`config.mk`:
```
export PLATFORM = sky130hd
export DESIGN_NAME = led_blink_sequencer
export DESIGN_NICKNAME = d
export VERILOG_FILES = /design/src/rtl/led_blink_sequencer_pkg.sv /design/src/rtl/led_blink_sequencer_cycle_timer.sv /design/src/rtl/led_blink_sequencer.sv
export SDC_FILE = /design/constraint.sdc
export NUM_CORES = 1
export LEC_CHECK = 0
export ABC_AREA = 1
export CORE_AREA = 3 3 85 55
export CTS_BUF_LIST = sky130_fd_sc_hd__clkbuf_4
export DETAILED_ROUTE_END_ITERATION = 6
export DIE_AREA = 0 0 88 58
export GPL_TIMING_DRIVEN = 0
export PLACE_DENSITY = 0.8
export SLEW_MARGIN = 20
export SYNTH_ARGS = -nofsm -noshare
export SYNTH_HDL_FRONTEND = slang
export SYNTH_HIERARCHICAL = 1
export SYNTH_SLANG_ARGS = --single-unit
```
`constraint.sdc`:
```
create_clock -name i_Clk -period 3.2 [get_ports i_Clk]
set_input_delay 0.64 -clock i_Clk [delete_from_list [all_inputs] [get_ports i_Clk]]
set_output_delay 0.64 -clock i_Clk [all_outputs]
set_load 0.005 [all_outputs]
```
`src/rtl/led_blink_sequencer_pkg.sv`:
```
// led_blink_sequencer_pkg: shared state encoding, 25 MHz default periods and timer width helper
package led_blink_sequencer_pkg;
  typedef enum logic [1:0] {
    IDLE = 2'd0,
    ON   = 2'd1,
    OFF  = 2'd2
  } state_t;
  localparam int DEF_CLKS_PER_ON  = 12500000;
  localparam int DEF_CLKS_PER_OFF = 12500000;
  function automatic int timer_width(input int a, input int b);
    return $clog2(((a > b) ? a : b) + 1);
  endfunction
endpackage

```
`src/rtl/led_blink_sequencer_cycle_timer.sv`:
```
// cycle_timer: down-counter (clk, rst, clr_i, load_i, load_val_i -> expired_o when count is 0), holds at 0
module cycle_timer #(
  parameter int W = 4
) (
  input  logic         clk,
  input  logic         rst,
  input  logic         clr_i,
  input  logic         load_i,
  input  logic [W-1:0] load_val_i,
  output logic         expired_o
);
  logic [W-1:0] cnt_q, cnt_d;
  always_comb cnt_d = clr_i ? '0 : load_i ? load_val_i : cnt_q - W'(cnt_q != '0);
  always_ff @(posedge clk or posedge rst)
    if (rst) cnt_q <= '0;
    else cnt_q <= cnt_d;
  assign expired_o = cnt_q == '0;
endmodule

```
`src/rtl/led_blink_sequencer.sv`:
```
// led_blink_sequencer: blinks o_LED i_Count times on i_Start (i_Abort cancels), reports o_Ready/o_Busy/o_Done
module led_blink_sequencer
  import led_blink_sequencer_pkg::*;
#(
  parameter int CLKS_PER_ON  = DEF_CLKS_PER_ON,
  parameter int CLKS_PER_OFF = DEF_CLKS_PER_OFF,
  parameter int COUNT_WIDTH  = 4
) (
  input  logic                   i_Clk,
  input  logic                   i_Reset,
  input  logic                   i_Start,
  input  logic [COUNT_WIDTH-1:0] i_Count,
  input  logic                   i_Abort,
  output logic                   o_Ready,
  output logic                   o_LED,
  output logic                   o_Busy,
  output logic                   o_Done
);
  localparam int TW = timer_width(CLKS_PER_ON, CLKS_PER_OFF);
  localparam logic [TW-1:0] ON_LD  = TW'(CLKS_PER_ON - 1);
  localparam logic [TW-1:0] OFF_LD = TW'(CLKS_PER_OFF - 1);
  state_t state_q, state_d;
  logic [COUNT_WIDTH-1:0] rem_q, rem_d, rem_dec;
  logic led_q, busy_q, done_q, done_d, load, expired;
  logic [TW-1:0] load_val;
  assign rem_dec = (rem_q != '0) ? rem_q - 1'b1 : rem_q;
  always_comb begin
    state_d  = state_q;
    rem_d    = rem_q;
    done_d   = 1'b0;
    load     = 1'b0;
    load_val = ON_LD;
    case (state_q)
      IDLE:
        if (i_Start && !i_Abort) begin
          rem_d = i_Count;
          if (i_Count == '0) done_d = 1'b1;
          else begin
            state_d = ON;
            load    = 1'b1;
          end
        end
      ON:
        if (i_Abort) begin
          state_d = IDLE;
          rem_d   = '0;
        end else if (expired) begin
          state_d  = OFF;
          load     = 1'b1;
          load_val = OFF_LD;
        end
      OFF:
        if (i_Abort) begin
          state_d = IDLE;
          rem_d   = '0;
        end else if (expired) begin
          rem_d = rem_dec;
          if (rem_dec != '0) begin
            state_d = ON;
            load    = 1'b1;
          end else begin
            state_d = IDLE;
            done_d  = 1'b1;
          end
        end
      default: state_d = IDLE;
    endcase
  end
  always_ff @(posedge i_Clk or posedge i_Reset)
    if (i_Reset) begin
      state_q <= IDLE;
      rem_q   <= '0;
      led_q   <= 1'b0;
      busy_q  <= 1'b0;
      done_q  <= 1'b0;
    end else begin
      state_q <= state_d;
      rem_q   <= rem_d;
      led_q   <= state_d == ON;
      busy_q  <= state_d != IDLE;
      done_q  <= done_d;
    end
  cycle_timer #(.W(TW)) u_timer (
    .clk       (i_Clk),
    .rst       (i_Reset),
    .clr_i     (state_d == IDLE),
    .load_i    (load),
    .load_val_i(load_val),
    .expired_o (expired)
  );
  assign o_LED   = led_q;
  assign o_Busy  = busy_q;
  assign o_Ready = ~busy_q;
  assign o_Done  = done_q;
endmodule

```
==> results.py <==
metrics = {
    "global_routing": {
        "grt_pass1_vias": 2082,
        "grt_pass1_wl_um": 9740,
        "grt_util_all_layers_pct": 25.1,
        "grt-ovfl-total": 0,
        "grt_antenna_before_repair": 0,
        "grt_max_degree": 25,
    },
    "yosys": {
        "synth_fa_ha_area_share_pct": 3.62,
        "synth_area_mm2": 0.00242,
        "muxShareOfSynthArea_pct": 0,
        "synth_compound_area_share_pct": 10.3,
        "ys_ff_latch": 33,
        "synthXorXnorAreaFrac_pct": 1.45,
        "ys_warn_count": 6,
        "synth_seq_area_share_pct": 34.1,
        "post-synth-top-area-fraction_pct": 34.1,
        "yosys.area_share.simple_pct": 39.1,
        "synth_top_cell_by_area": "dfrtp_1",
        "synth_cell_types": 33,
        "syn_area_per_cell_um2": 6.66,
        "postSynthCellCount": 363,
        "synth_top_family_by_area": "simple AND/OR/NAND/NOR gates",
        "synth_area_leaders": "dfrtp_1, nand2_1, nor2_1",
    },
    "cts": {
        "postCtsSetupBuffers": 0,
        "ctsResizeCount": 0,
        "cts_sinks": 33,
        "root_buffer": "clkbuf_4",
        "max-clock-path-buffers": 2,
        "numCtsBuffers": 5,
        "clkTransAtPathRegs_ns": 0.11,
        "postCtsHoldBufs": 0,
        "h-tree-depth": 2,
        "cts_tree": "yes",
        "insertion_delay_ns": 0.34,
    },
    "sta": {
        "slew_violations": 0,
        "max_slew.worst_pin.slew_ns": 0.970,
        "fin_skew_ns": 0.0106,
        "min_period_over_period_pct": 91.1,
        "setup_violations": 0,
        "slew_headroom_pct": 35.2,
        "rsz0062_at_grt": "false",
        "fmax_mhz": 343,
        "final_hold_viol_count": 0,
        "tns_ns": 0,
        "timing.hold.ws_ns": 0.598,
        "period_needed_ns": 2.91,
    },
    "critical_path": {
        "worst-path-max-fanout": 10,
        "endpoint_kind": "flop",
        "crit_arrival_ns": 3.11,
        "worstSetupStartpointType": "flop",
        "required_ns": 3.40,
        "path_class": "reg -> reg",
    },
    "cells_and_area": {
        "syn_to_final_growth_pct": 13.0,
        "antenna_cells": 0,
        "final_common_cell": "nand2_1",
        "fillers": 347,
        "post-route-util_pct": 68.6,
        "multi_input_area_mm2": 0.00141,
        "nets": 418,
        "finalInstanceArea_mm2": 0.00273,
        "regArea_um2": 826,
        "drive_above_1_share_pct": 10.4,
        "final_cell_mix": "nand2_1, nor2_1, inv_1",
    },
    "power_and_ir_drop": {
        "ir_drop_uv": 546,
        "powerDensity_mw_per_mm2": 972,
        "total_power_mw": 2.66,
        "p_leak_nw": 1.52,
    },
    "floorplan": {
        "start_util_pct": 60.7,
        "dieArea_mm2": 0.00510,
        "coreArea_mm2": 0.00399,
        "io_pins": 12,
        "die-width_um": 88,
        "fp-row-count": 18,
        "die-height_um": 58,
    },
    "detailed_routing": {
        "drc": 0,
        "drt-pass1-iter-count": 5,
        "drt_wl_total_um": 5730,
        "vias": 2329,
        "viasPerCell": 5.13,
        "wl_per_cell_um": 12.6,
        "drt-initial-drc-count": 278,
        "drtAntennaViolNets": 0,
    },
    "place": {
        "io_buffers": 11,
        "gp_congestion": 0.903,
        "dp_hpwl_um": 4400,
        "dpl_cell_area_mm2": 0.00267,
    },
    "worst_hold_path": {
        "min_path_type": "in -> async",
    },
    "run": {
        "maxCapViolCount": 0,
    },
    "status": {
        "status": "complete, no violations",
    },
}
## layout make-up
cell class                 count  area share (%)
sequential                    33            30.2
buffer                         7            1.42
timing repair buffer          11            4.03
clock buffer                   8            2.20
tap                           50            2.29
multi-input combinational    284            51.5
inverter                      61            8.38
## cells in the mapped netlist (all sizes together)
cell and n:
nand2 82, nor2 74, inv 61, dfrtp 33, nand3 31, o21ai 24
a21oi 11, nand4 9, ha 7, nand3b 5, clkbuf 4, xor2 4
a31oi 3, buf 3, nor3 3, conb 2, o22ai 2, a22oi 1
nor4 1, o211ai 1, o21bai 1, o221ai 1
## report_power, final
group	switching [mW]	internal, mW	total [mW]
sequential	0.110	0.542	0.652
combinational	1.13	0.617	1.75
clock	0.142	0.113	0.254
total	1.38	1.27	2.66
## per-layer routing
layer | GRT usage [%] | vias to the layer above | part of all wire [%]
met5 | 0 | - | 0
met4 | 5.91 | 0 | 0.92
met3 | 6.39 | 7 | 9.4
met2 | 33.5 | 96 | 39
met1 | 40.0 | 1023 | 51
li1 | - | 1203 | -
## worst paths after layout
kind	start	end	slack, ns	depth (start not counted)
max	u_timer/cnt_q[15]	u_timer/cnt_q[7]	0.29	13
min	i_Reset	o_Done	0.60	2
max reg2reg	u_timer/cnt_q[15]	u_timer/cnt_q[7]	0.29	13
min reg2reg	rem_q[1]	rem_q[1]	0.60	2
max in group asynchronous	i_Reset	u_timer/cnt_q[14]	1.76	2
min in group i_Clk	rem_q[1]	rem_q[1]	0.60	2
## through the flow
step           worst slack (ns)  instances
5_1_grt                   0.138        454
4_1_cts                   0.364        454
2_1_floorplan             0.933        385
3_3_place_gp              0.431        446
6_report                  0.286        454
3_5_place_dp              0.352        446
## state kept, by name, indices dropped and copies added (netlist names)
name           cells
o_Busy             1
state_q            2
rem_q              4
o_LED              1
u_timer/cnt_q     24
o_Done             1
## worst max-delay path, stage by stage, from the launching register on
cell,delay [ns]
dfrtp_1,0.45
nor2_1,0.16
nand2_1,0.13
nor4_1,0.24
nand3_1,0.17
inv_1,0.16
inv_1,0.10
nor3_2,0.21
o21ai_2,0.11
a21oi_1,0.35
inv_2,0.15
clkbuf_1,0.27
o21ai_0,0.22
a21oi_1,0.06
## kinds of logic (layout without fill, tap and decap cells)
family,count (synthesis),after routing
flops,33,33
buf+inv,68,87
fa+ha+maj,7,7
xor+xnor,4,4
compound gates,44,44
other cells,2,24
simple gates,205,205
Power figures use the tool's default switching activity.
